**src/rtl/write_to_ddr3.sv**
```systemverilog
// rtl/write_to_ddr3.sv - drains a show-ahead pixel FIFO into two ping-pong DDR3 frame buffers over 4-beat Avalon-MM bursts
//
// Purpose:
//   Pulls pixel words from a show-ahead FIFO and writes whole frames into one
//   of two DDR3 frame buffers. Each burst is 4 beats and starts only when 4
//   words are buffered. When a frame's last burst completes, that buffer is
//   flagged valid for the downstream frame reader. The reader's clear pulses
//   free the buffer again. Everything runs on ddr3_clk.
//
// Optional feature (macro WR_FRAME_OVERWRITE_EN):
//   When defined and both buffers are valid, the writer takes back the buffer
//   it wrote last and overwrites it, so the input never stalls. When
//   undefined, the writer waits in IDLE until a clear pulse frees a buffer.
//
// Ports:
//   ddr3_clk, ddr3_reset                    clock, async active-high reset
//   data_fifo_q/usedw/rdreq                 show-ahead FIFO head, fill level, pop
//   ddr3_buffer0_offset/ddr3_buffer1_offset word base addresses of the two buffers
//   clear_buffer0/clear_buffer1             reader released buffer 0/1 (1-cycle)
//   ddr3_wr_buffer0_valid/1_valid           buffer holds a complete frame
//   frame_done                              1-cycle pulse after a frame's last beat
//   ddr3_avl_*                              Avalon-MM burst write master
module write_to_ddr3 #(
    parameter int IMAGE_WIDTH  = 1280,
    parameter int IMAGE_HEIGHT = 1024,
    parameter int DATA_WIDTH   = 32,
    parameter int BURST_LEN    = 4
) (
    input  logic                    ddr3_clk,
    input  logic                    ddr3_reset,
    input  logic [DATA_WIDTH-1:0]   data_fifo_q,
    input  logic [11:0]             data_fifo_usedw,
    output logic                    data_fifo_rdreq,
    input  logic [25:0]             ddr3_buffer0_offset,
    input  logic [25:0]             ddr3_buffer1_offset,
    input  logic                    clear_buffer0,
    input  logic                    clear_buffer1,
    output logic                    ddr3_wr_buffer0_valid,
    output logic                    ddr3_wr_buffer1_valid,
    output logic                    frame_done,
    input  logic                    ddr3_avl_ready,
    output logic                    ddr3_avl_burstbegin,
    output logic                    ddr3_avl_write_req,
    output logic [2:0]              ddr3_avl_size,
    output logic [25:0]             ddr3_avl_addr,
    output logic [DATA_WIDTH-1:0]   ddr3_avl_wdata,
    output logic [DATA_WIDTH/8-1:0] ddr3_avl_be
);

    localparam int          FRAME_BURSTS = (IMAGE_WIDTH * IMAGE_HEIGHT) >> 2;
    localparam logic [23:0] LAST_BURST   = 24'(FRAME_BURSTS - 1);
    localparam logic [25:0] ADDR_STEP    = 26'(BURST_LEN);

    typedef enum logic [1:0] {
        IDLE       = 2'd0,
        WAIT_DATA  = 2'd1,
        BURST      = 2'd2,
        FRAME_DONE = 2'd3
    } state_t;

    state_t      state, state_n;
    logic        write_req, write_req_n;
    logic        burstbegin, burstbegin_n;
    logic [25:0] addr, addr_n;
    logic [23:0] burst_count, burst_count_n;
    logic [1:0]  beat_count, beat_count_n;
    logic        wr_sel, wr_sel_n;
    logic        last_sel, last_sel_n;
    logic [1:0]  valid, valid_n;

    logic        pref;
    logic        take;
    logic        sel;
    logic        beat_accept;

    assign beat_accept = write_req & ddr3_avl_ready;

    always_ff @(posedge ddr3_clk or posedge ddr3_reset) begin
        if (ddr3_reset) begin
            state       <= IDLE;
            write_req   <= 1'b0;
            burstbegin  <= 1'b0;
            addr        <= '0;
            burst_count <= '0;
            beat_count  <= '0;
            wr_sel      <= 1'b0;
            // Treat buffer 1 as last written so the first frame lands in buffer 0.
            last_sel    <= 1'b1;
            valid       <= 2'b00;
        end else begin
            state       <= state_n;
            write_req   <= write_req_n;
            burstbegin  <= burstbegin_n;
            addr        <= addr_n;
            burst_count <= burst_count_n;
            beat_count  <= beat_count_n;
            wr_sel      <= wr_sel_n;
            last_sel    <= last_sel_n;
            valid       <= valid_n;
        end
    end

    always_comb begin
        state_n       = state;
        write_req_n   = write_req;
        burstbegin_n  = burstbegin;
        addr_n        = addr;
        burst_count_n = burst_count;
        beat_count_n  = beat_count;
        wr_sel_n      = wr_sel;
        last_sel_n    = last_sel;
        // Reader clears first; a set later in this block overrides a same-cycle clear.
        valid_n       = valid & ~{clear_buffer1, clear_buffer0};
        pref          = ~last_sel;
        take          = 1'b0;
        sel           = pref;

        case (state)
            IDLE: begin
                if (!valid[pref]) begin
                    take = 1'b1;
                    sel  = pref;
                end else if (!valid[~pref]) begin
                    take = 1'b1;
                    sel  = ~pref;
                end
`ifdef WR_FRAME_OVERWRITE_EN
                else begin
                    // Both pending: drop the frame written last and reuse its buffer.
                    take             = 1'b1;
                    sel              = last_sel;
                    valid_n[last_sel] = 1'b0;
                end
`endif
                if (take) begin
                    wr_sel_n      = sel;
                    addr_n        = sel ? ddr3_buffer1_offset : ddr3_buffer0_offset;
                    burst_count_n = '0;
                    state_n       = WAIT_DATA;
                end
            end

            WAIT_DATA: begin
                if (data_fifo_usedw >= 12'd4) begin
                    write_req_n  = 1'b1;
                    burstbegin_n = 1'b1;
                    beat_count_n = '0;
                    state_n      = BURST;
                end
            end

            BURST: begin
                if (beat_accept) begin
                    beat_count_n = beat_count + 2'd1;
                    burstbegin_n = 1'b0;
                    if (beat_count == 2'd3) begin
                        if (burst_count == LAST_BURST) begin
                            write_req_n = 1'b0;
                            state_n     = FRAME_DONE;
                        end else begin
                            addr_n        = addr + ADDR_STEP;
                            burst_count_n = burst_count + 24'd1;
                            // usedw still counts the word popped this cycle, so 5 means 4 remain.
                            if (data_fifo_usedw >= 12'd5) begin
                                burstbegin_n = 1'b1;
                            end else begin
                                write_req_n = 1'b0;
                                state_n     = WAIT_DATA;
                            end
                        end
                    end
                end
            end

            FRAME_DONE: begin
                valid_n[wr_sel] = 1'b1;
                last_sel_n      = wr_sel;
                state_n         = IDLE;
            end

            default: begin
                state_n = IDLE;
            end
        endcase
    end

    assign data_fifo_rdreq       = beat_accept;
    assign frame_done            = (state == FRAME_DONE);
    assign ddr3_wr_buffer0_valid = valid[0];
    assign ddr3_wr_buffer1_valid = valid[1];
    assign ddr3_avl_burstbegin   = burstbegin;
    assign ddr3_avl_write_req    = write_req;
    assign ddr3_avl_size         = 3'b100;
    assign ddr3_avl_addr         = addr;
    assign ddr3_avl_wdata        = data_fifo_q;
    assign ddr3_avl_be           = '1;

endmodule

```
**config.mk**
```make
export PLATFORM = sky130hd
export DESIGN_NAME = write_to_ddr3
export DESIGN_NICKNAME = d
export VERILOG_FILES = /design/src/rtl/write_to_ddr3.sv
export SDC_FILE = /design/constraint.sdc
export NUM_CORES = 1
export LEC_CHECK = 0
export BUFFER_PORTS_ARGS = -buffer_cell sky130_fd_sc_hd__buf_2
export CAP_MARGIN = 20
export CORE_ASPECT_RATIO = 1.4
export CORE_MARGIN = 8
export CORE_UTILIZATION = 45
export CTS_BUF_LIST = sky130_fd_sc_hd__clkbuf_4 sky130_fd_sc_hd__clkbuf_8
export CTS_CLUSTER_SIZE = 10
export DETAILED_ROUTE_END_ITERATION = 10
export HOLD_SLACK_MARGIN = 0.15
export PLACE_DENSITY = 0.87
export SYNTH_ARGS = -nofsm -noshare
export SYNTH_HDL_FRONTEND = slang
export SYNTH_SLANG_ARGS = --single-unit
```
**constraint.sdc**
```tcl
create_clock -name ddr3_clk -period 2.1 [get_ports ddr3_clk]
set_input_delay 0.63 -clock ddr3_clk [delete_from_list [all_inputs] [get_ports ddr3_clk]]
set_output_delay 0.63 -clock ddr3_clk [all_outputs]
set_load 0.05 [all_outputs]
```
==> results of run 1 <==
-- layer usage --
layer | vias to the layer above | global-route usage [%] | routed length (um)
met3 | 64 | 4.87 | 959
met2 | 249 | 31.1 | 6460
met4 | 0 | 11.7 | 531
met1 | 1996 | 18.9 | 4710
li1 | 1879 | - | -
met5 | - | 0 | 0
-- area by class of cell --
| class | instances | area, um^2 |
|---|---|---|
| repair buffers | 136 | 796 |
| clock inverters | 2 | 35.0 |
| clock buffers | 14 | 174 |
| inverters | 8 | 37.5 |
| flip-flops and latches | 60 | 1510 |
| fillers | 724 | 3970 |
| multi-input cells | 342 | 2370 |
| well taps | 107 | 134 |
-- sequential cells by signal, indices dropped and copies added, names as in the netlist --
name                 count
wr_sel                   1
burst_count             24
ddr3_avl_write_req       1
state                    2
last_sel                 1
valid                    2
ddr3_avl_burstbegin      1
beat_count               2
ddr3_avl_addr           26
-- through the flow --
step           util (%)  hold WS, ns  setup TNS [ns]  cells  worst slack (ns)
2_1_floorplan         -        0.441         -0.0291    474           -0.0134
3_3_place_gp       51.7        0.448               0    645            0.0599
3_5_place_dp       51.7        0.464               0    645            0.0113
4_1_cts            54.1        0.354               0    661           0.00796
5_1_grt            56.1        0.383          -0.289    669           -0.0375
6_report           56.1        0.344        -0.00943    669          -0.00544
-- power by group through the flow --
stage               combinational (mW)  sequential, mW  clock (mW)
detailed placement               0.143            1.18           0
CTS                              0.143            1.16        1.12
global route                     0.157            1.15        1.16
finish                           0.143            1.16        1.12
global placement                 0.138            1.18           0
floorplan                        0.239            1.18           0
-- cells in the final DEF (no fill, tap or decap), types with 3 or more instances in the layout --
cell       netlist  final
o22a_2           5      5
nor4_2           1      4
nand2_1         40     38
o31ai_1         11     10
and2_1           4      4
inv_1            8      6
or4_1            8      8
a2bb2oi_1        7      7
mux2i_1         22     22
buf_2            7    100
o21ai_0         19     18
a21oi_1         26     26
nor2_1          28     28
o22a_1           5      5
nand4_1         11     11
mux2_2          13     13
conb_1           2      7
o22ai_1          7      6
a31oi_1         12      9
clkbuf_4         0      3
nand3_1         19     18
a32oi_1          3      3
nor4_1          12      9
xnor2_1          3      3
or2_2            7      7
and3_1           6      6
clkbuf_8         0     11
buf_4           43     34
a31o_2           3      3
a31oi_4          0      3
dfrtp_1         59     51
dfrtp_2          0      8
nor3_1          24     23
-- worst max-delay path: stages, from the launching register on --
cell	delay, ns
dfrtp_1	0.41
ha_4	0.15
nand2_1	0.07
or3_4	0.38
or4_4	0.68
nand2_4	0.19
o22a_2	0.16
-- how the worst min path moves through the flow --
stage,from,slack [ns],endpoint,cells past startpoint
after global routing,ddr3_reset,0.38,burst_count[21],3
after global placement,last_sel,0.45,last_sel,2
after CTS,ddr3_reset,0.35,state[0],3
final,ddr3_reset,0.34,burst_count[21],3
after detailed placement,last_sel,0.46,last_sel,2
after floorplan,last_sel,0.44,last_sel,2
-- kinds of logic after synthesis --
logic type	count (synthesis)	synth area share (%)
simple gates	179	23.2
compound gates	112	18.7
buf+inv	74	11.5
flops	60	35.9
mux	35	8.76
fa+ha+maj	4	1.14
xor+xnor	3	0.628
other cells	2	0.179
-- repair_timing --
| item | CTS | global route |
|---|---|---|
| gates resized for setup | 1 | 20 |
| hold buffers | 0 | 0 |
| gates cloned | 0 | 2 |
| buffers inserted | 0 | 6 |
| pin swaps | 0 | 7 |
| endpoints found under the setup margin | 1 | 44 |
==> results.md, run 1 <==
* Sequential power share at 47.7%
* First-pass GRT wire length at around 19000 um
* Number of diodes added for antenna fixing at 0
* Static leakage at between 2 and 2.5 nW
* Highest fanout seen on the critical path at 7
* Fin nets at 661
* Failing checks: negative setup slack
* Final estimated routing congestion in global placement at about 0.9
* Number of global-route vias before repair at between 4000 and 5000
* Die height at 130 um
* I/O Pins at between 150 and 200
* Clock tree from TritonCTS: built
* Post-route design area at about 5000 um^2
* Switching part of the total at 22.8%
* Number of distinct library cells after synthesis at between 60 and 70
* Share of the synthesized area in the top cell type at 35.3%
* Count of max-cap constraint violations at 0
* Total congestion overflow at 0
* Slew at the pin closest to its max-slew limit at 1.10 ns
* RR Endpoint: ddr3_avl_addr[15]
* Number of antenna violations at the first check in global routing at 0
* Internal cell power at 1.87 mW
* DP Wirelength at about 8600 um
* Root buf cell: clkbuf_8
* Yosys reg bits at 60
* Worst clock skew at 0.0103 ns
* Most frequent cells after synthesis: dfrtp_1 (59), buf_4 (43), nand2_1 (40), nor2_1 (28), a21oi_1 (26)
* Instance area at placement at about 4700 um^2
* Unrepaired setup endpoints after global routing: true
* Most common cell in the synthesized netlist: dfrtp_1
* Iteration-0 DRC count of the detailed router at 426
* Clock net sink count at 60
* Count of mapped cells out of synthesis at 469
* Async set-reset flop share out of synthesis at 100%
* Min cycle time layout at ~2.1 ns
* Initial DRT Pass Iterations at 5
* Cell Rows at 41
* Capturing element of the worst setup path: ddr3_avl_addr[15]
* Starting density of the core at 46.3%
* All-Layer GR Usage at 18.0%
* Dominant cells by area after synthesis: dfrtp_1 (35%), buf_4 (7.7%), mux2i_1 (5.3%), nand2_1 (3.6%), mux2_2 (3.5%)
* Largest net degree at the start of global routing at 61
* Detail-routed via count per cell at 6.26
* CTS clk-pin slew, worst paths at 0.07 ns
* Combinational group share of total power at under 10%
* Number of pins exceeding their max-slew limit in the final report at 0
* Remaining antenna violation count at 0
* Data required time at the worst endpoint at 2.40 ns
* Input/output buffers at 100
* PwrDens at 478 nW/um^2
* Share of the clock period used by the worst path at 100%
* Area of the core at 9030 um^2
* Cell area after synthesis at 4180 um^2
* Final setup vio count at 2
* Average size of a mapped cell at about 8.9 um^2
* R2R Setup Slk at -0.005 ns
* Post-synthesis cell type with the largest combined area: dfrtp_1
* Reg-to-Reg Start: burst_count[1]
* Routed vias at 4188
* Number of buffers created by CTS at 9
* Critical path class: flip-flop to flip-flop
* Net switching power at 0.553 mW
* Drt drc at 0
* Count of final hold-check violations at 0
* Crit. Startpoint: burst_count[1]
* Final routed wire length divided by cell count at 18.9 um
* Die width at 97.5 um
* Slew Limit Headroom at 26.4%
* Most common flop cell mapped by yosys: dfrtp_1
* Worst Setup End Kind: flip-flop
* WL final at 12700 um
* Clock latency of the later-clocked register in the worst-skew pair at 0.36 ns
* Clock network fraction of total power at 46.4%
* Fraction of the yosys area taken by sequential cells at 35.9%
* Final Power at 2.42 mW
* Worst ir drop on vdd at ~0.00033 V
* Type of origin of the critical path: flip-flop
* Final worst slack at -0.00544 ns
* Hold crit path type: input port to async pin
* Synth-to-Final Area Change at 21.0%
* Length in cells of the worst reg-to-reg path at 6
* Data arrival at the endpoint of the critical path at 2.41 ns
* CTS H-tree lvls at 3
* Outcome: complete, but fails checks
* Top achievable clock speed at 0.475 GHz
* Number of flops mapped to enable cells by yosys at 0
* Fraction of final layout cells with drive strength greater than 1 at 39.7%
* Overall die area at 12700 um^2
* Maximum clock insertion buffer count at 2
* Total number of yosys warnings at 0
(Power assumes the default switching activity.)
==> run 2, diff against run 1 <==
- CORE_UTILIZATION: 45 -> 40
- PLACE_DENSITY: 0.87 -> 0.8
- SKIP_CTS_REPAIR_TIMING: not set -> 1
==> results.md, run 2 (same netlist as run 1, synthesis figures left out) <==
* Hold crit path type: input port to async pin
* Final worst slack at 0.0630 ns (+0.0685 ns)
* Root buf cell: clkbuf_8
* Hold slack at 0.344 ns (-0.0000690 ns)
* R2R Setup Slk at 0.06 ns (+0.07 ns)
* Die height at 137 um (+5.3%)
* Detail-routed via count per cell at 5.87 (-6.3%)
* Share of the clock period used by the worst path at 97.0% (-3.3 points)
* Overall die area at 14000 um^2 (+11%)
* Type of origin of the critical path: flip-flop
* Number of pins exceeding their max-slew limit in the final report at 0 (unchanged)
* Count of max-cap constraint violations at 0 (unchanged)
* Commonest non-fill, non-tap cells in the layout: buf_2 (100), dfrtp_1 (52), nand2_1 (39)
* Data required time at the worst endpoint at 2.34 ns (-0.06 ns)
* Setup total negative slack at 0 ns (+0.00943 ns)
* I/O Pins at 172 (unchanged)
* Worst ir drop on vdd at 0.000408 V (+25%)
* CTS H-tree lvls at 3 (unchanged)
* Remaining antenna violation count at 0 (unchanged)
* Slowest Stage Delay on Critical Path at 0.48 ns (-0.20 ns)
* First-pass GRT wire length at 19400 um (+1.2%)
* Most used cell, CP: buf_4
* Drt drc at 0 (unchanged)
* Largest net degree at the start of global routing at 61 (unchanged)
* Final estimated routing congestion in global placement at 0.891 (-2.2%)
* Routed vias at 4143 (-1.1%)
* Number of diodes added for antenna fixing at 0 (unchanged)
* Number of buffers created by CTS at 9 (unchanged)
* PwrDens at 467 nW/um^2 (-2.4%)
* DP Wirelength at 8960 um (+4.5%)
* Input/output buffers at 100 (unchanged)
* Clock latency of the later-clocked register in the worst-skew pair at 0.35 ns (about the same)
* Count of final hold-check violations at 0 (unchanged)
* Length in cells of the worst reg-to-reg path at 6 (unchanged)
* Area of the core at 10300 um^2 (+14%)
* Slowest stage cell on the critical path: dfrtp_1
* Number of global-route vias before repair at 4227 (+3.1%)
* Die width at 102 um (+5.1%)
* Iteration-0 DRC count of the detailed router at 345 (-19%)
* Cell chain of the critical path: or2b_2 > buf_4 > nor3_1 > buf_4 > a32oi_1 > o22a_1
* Starting density of the core at 40.6% (-5.7 points)
* Total congestion overflow at 0 (unchanged)
* Clock tree from TritonCTS: built
* Reg-to-Reg Start: state[0]
* Initial DRT Pass Iterations at 5 (unchanged)
* Worst clock skew at 0.00678 ns (-0.00357 ns)
* Clock net sink count at 60 (unchanged)
* Final Power at 2.38 mW (-2.0%)
* Most frequent standard cell in the layout excluding fill and tap cells: buf_2
* Worst Setup End Kind: flip-flop
* Fin nets at 667 (+0.91%)
* Fraction of final layout cells with drive strength greater than 1 at 38.4% (-1.3 points)
* Final routed wire length divided by cell count at 17.4 um (-8.0%)
* All-Layer GR Usage at 17.1% (-0.82 points)
* Min cycle time layout at 2.04 ns (-0.0685 ns)
* Maximum clock insertion buffer count at 2 (unchanged)
* Post-Place Worst Slack at -0.0371 ns (-0.0483 ns)
* CTS clk-pin slew, worst paths at 0.07 ns (about the same)
* Critical path class: flip-flop to flip-flop
* Data arrival at the endpoint of the critical path at 2.28 ns (-0.13 ns)
* Flip-flop count of the largest register, all copies and words added at 26 (unchanged)
* Outcome: finished clean
* RR Endpoint: ddr3_avl_addr[11]
* Cell Rows at 44 (+7.3%)
* WL final at 12300 um (-2.9%)
* Synth-to-Final Area Change at 21.5%
* Static leakage at 2.22 nW (+2.6%)
* Top achievable clock speed at 0.491 GHz (+3.4%)
* Final setup vio count at 0 (-2)
* Highest fanout seen on the critical path at 25 (+18)
* Number of antenna violations at the first check in global routing at 0 (unchanged)
[run 2: cell count changes in the layout (fill, tap and decap cells not counted), moves of 3 or more]
cell      delta
buf_4        +3
clkinv_2     +3
clkbuf_4     -3
a31oi_1      +3
a31oi_4      -3
[run 2: metrics by stage]
| step | util (%) | area (um^2) | instances |
|---|---|---|---|
| after floorplan | - | 4240 | 474 |
| after global placement | 46.4 | 4780 | 685 |
| after detailed placement | 46.4 | 4780 | 685 |
| after CTS | 48.4 | 4980 | 701 |
| after global routing | 49.4 | 5080 | 706 |
| final | 49.4 | 5080 | 706 |
[run 2: metal layers]
metal / share of wire (%) / track usage (%)
met4: 3.9 / 9.17
met1: 38 / 18.5
met2: 53 / 30.1
met3: 5.4 / 3.92
met5: 0 / 0
[run 2: final cells by class]
class / instances / area [um^2]
Fill cell: 957 / 5210
Multi-Input combinational cell: 341 / 2280
Sequential cell: 60 / 1510
Timing Repair Buffer: 143 / 886
Tap cell: 138 / 173
Clock buffer: 11 / 151
Clock inverter: 5 / 50.0
Inverter: 8 / 37.5
[run 2: worst max-delay path by stage]
stage / startpoint / endpoint / slack (ns) / depth (start not counted)
floorplan: valid[1] / burst_count[15] / -0.01 / 5
finish: state[0] / ddr3_avl_addr[11] / 0.06 / 6
CTS: burst_count[1] / ddr3_avl_addr[15] / -0.06 / 7
detailed placement: state[0] / burst_count[15] / -0.04 / 6
global route: burst_count[17] / ddr3_avl_addr[8] / -0.01 / 5
global placement: burst_count[1] / ddr3_avl_addr[21] / 0.07 / 7
[run 2: power breakdown]
| group | leakage, nW | internal [mW] | switching, mW |
|---|---|---|---|
| combinational | 1.36 | 0.0625 | 0.0791 |
| sequential | 0.751 | 1.16 | 0.000000000000000296 |
| clock | 0.109 | 0.604 | 0.474 |
| total | 2.22 | 1.82 | 0.553 |
[run 2: worst max-delay path, delay by kind of cell, from the launching register on]
family,cells,cell delay [ns]
and+or+nand+nor,2,0.70
DFF,1,0.48
buffers and inverters,2,0.44
AOI/OAI and AO/OA,2,0.30
==> run 3, diff against run 2 <==
- RECOVER_POWER: not set -> 100
==> results.md, run 3 (same netlist as run 1, synthesis figures left out) <==
* Input/output buffers at 100 (unchanged)
* Cell chain of the critical path: and4_1 > nand2_1 > nor4_4 > buf_6 > buf_12 > or4_1 > a21oi_1
* Capturing element of the worst setup path: burst_count[15]
* Final Power at 2.37 mW (-0.13%)
* Crit. Startpoint: burst_count[12]
* PwrDens at 471 nW/um^2 (+0.92%)
* Area of the core at 10300 um^2 (unchanged)
* Die width at 102 um (unchanged)
* Clock latency of the later-clocked register in the worst-skew pair at 0.35 ns (about the same)
* Hold crit path type: input port to flip-flop
* Net switching power at 0.554 mW (+0.12%)
* Reg-to-Reg Start: burst_count[12]
* Slew Limit Headroom at 6.80%
* Synth-to-Final Area Change at 20.3%
* Instance area at placement at 4780 um^2 (unchanged)
* Clock net sink count at 60 (unchanged)
* Slew at the pin closest to its max-slew limit at 1.40 ns
* RR Endpoint: burst_count[15]
* R2R Setup Slk at 0.07 ns (about the same)
* Most frequent standard cell in the layout excluding fill and tap cells: buf_2
* Internal cell power at 1.82 mW (-0.20%)
* Post-route design area at 5030 um^2 (-1.0%)
* Cell Rows at 44 (unchanged)
* Remaining antenna violation count at 0 (unchanged)
* Clock network fraction of total power at 45.5% (about the same)
* Outcome: finished clean
* Final setup vio count at 0 (unchanged)
* Number of buffers created by CTS at 9 (unchanged)
* Data arrival at the endpoint of the critical path at 2.31 ns (+0.03 ns)
* Slowest Stage Delay on Critical Path at 0.52 ns (+0.04 ns)
* Slowest stage cell on the critical path: or4_1
* Iteration-0 DRC count of the detailed router at 339 (-1.7%)
* Worst clock skew at 0.00618 ns (-0.000600 ns)
* WL final at 12400 um (+0.81%)
* Maximum clock insertion buffer count at 2 (unchanged)
* Number of global-route vias before repair at 4227 (unchanged)
* Number of pins exceeding their max-slew limit in the final report at 0 (unchanged)
* Hold slack at 0.466 ns (+0.122 ns)
* Total congestion overflow at 0 (unchanged)
* Die height at 137 um (unchanged)
* Number of antenna violations at the first check in global routing at 0 (unchanged)
* Highest fanout seen on the critical path at 16 (-36%)
* Final estimated routing congestion in global placement at 0.891 (unchanged)
* Top achievable clock speed at 0.492 GHz (+0.27%)
* Final routed wire length divided by cell count at 17.6 um (+0.81%)
* Type of origin of the critical path: flip-flop
* First-pass GRT wire length at 19400 um (unchanged)
* DP Wirelength at 8960 um (unchanged)
* Routed vias at 4154 (+0.27%)
* Largest net degree at the start of global routing at 61 (unchanged)
* Length in cells of the worst reg-to-reg path at 7 (+1)
* Setup total negative slack at 0 ns (unchanged)
* CTS H-tree lvls at 3 (unchanged)
* Min cycle time layout at 2.03 ns (-0.00555 ns)
* Root buf cell: clkbuf_8
* Switching part of the total at 23.4% (+0.057 points)
* Detail-routed via count per cell at 5.88 (+0.27%)
* Fin nets at 667 (unchanged)
* Static leakage at 2.11 nW (-5.2%)
* Number of diodes added for antenna fixing at 0 (unchanged)
* Clock tree from TritonCTS: built
* CTS clk-pin slew, worst paths at 0.07 ns (about the same)
* Sequential power share at 48.7% (about the same)
* Count of max-cap constraint violations at 0 (unchanged)
* Flip-flop count of the largest register, all copies and words added at 26 (unchanged)
* Critical path class: flip-flop to flip-flop
* Data required time at the worst endpoint at 2.37 ns (+0.03 ns)
* Share of the clock period used by the worst path at 96.7% (-0.26 points)
* Worst ir drop on vdd at 0.000407 V (-0.16%)
* Combinational group share of total power at 5.8% (-0.2 points)
* Commonest non-fill, non-tap cells in the layout: buf_2 (71), dfrtp_1 (52), nand2_1 (39)
* I/O Pins at 172 (unchanged)
* Worst Setup End Kind: flip-flop
* Fraction of final layout cells with drive strength greater than 1 at 33.8% (-4.6 points)
* Overall die area at 14000 um^2 (unchanged)
* Drt drc at 0 (unchanged)
* Initial DRT Pass Iterations at 5 (unchanged)
* Starting density of the core at 40.6% (unchanged)
* All-Layer GR Usage at 17.1% (unchanged)
* Count of final hold-check violations at 0 (unchanged)
run 3: final cells by class:
type,instances,area (um^2)
Tap cell,138,173
Timing Repair Buffer,143,833
Clock buffer,11,151
Multi-Input combinational cell,341,2280
Inverter,8,37.5
Clock inverter,5,50.0
Fill cell,978,5260
Sequential cell,60,1510
run 3: layer usage:
metal,routed length [um],global-route usage (%),vias to the layer above
met4,503,9.17,0
li1,-,-,1888
met3,749,3.92,46
met5,0,0,-
met2,6460,30.1,198
met1,4680,18.5,2022
run 3: stage by stage:
stage | worst slack (ns) | utilization [%] | std cells
after floorplan | -0.0134 | - | 474
after global placement | 0.0668 | 46.4 | 685
after detailed placement | -0.0371 | 46.4 | 685
after CTS | -0.0581 | 48.4 | 701
after global routing | -0.00957 | 48.9 | 706
final | 0.0686 | 48.9 | 706
run 3: worst min-delay path by stage:
stage	startpoint	end	slack, ns	depth (start not counted)
floorplan	last_sel	last_sel	0.44	2
global placement	last_sel	last_sel	0.45	2
detailed placement	last_sel	last_sel	0.47	2
CTS	ddr3_reset	ddr3_avl_addr[22]	0.37	3
global route	clear_buffer1	valid[1]	0.47	2
finish	clear_buffer0	valid[0]	0.47	2
run 3: critical path: cells and delay by family, from the launching register on:
| family | cells | cell delay (ns) |
|---|---|---|
| AOI/OAI and AO/OA | 1 | 0.18 |
| buffers and inverters | 2 | 0.30 |
| DFF | 1 | 0.40 |
| and+or+nand+nor | 4 | 1.08 |
run 3: power groups by stage:
stage	clock, mW	combinational (mW)	sequential (mW)
2_1_floorplan	0	0.239	1.18
5_1_grt	1.14	0.152	1.15
6_report	1.08	0.137	1.16
4_1_cts	1.09	0.144	1.16
3_5_place_dp	0	0.143	1.18
3_3_place_gp	0	0.139	1.18
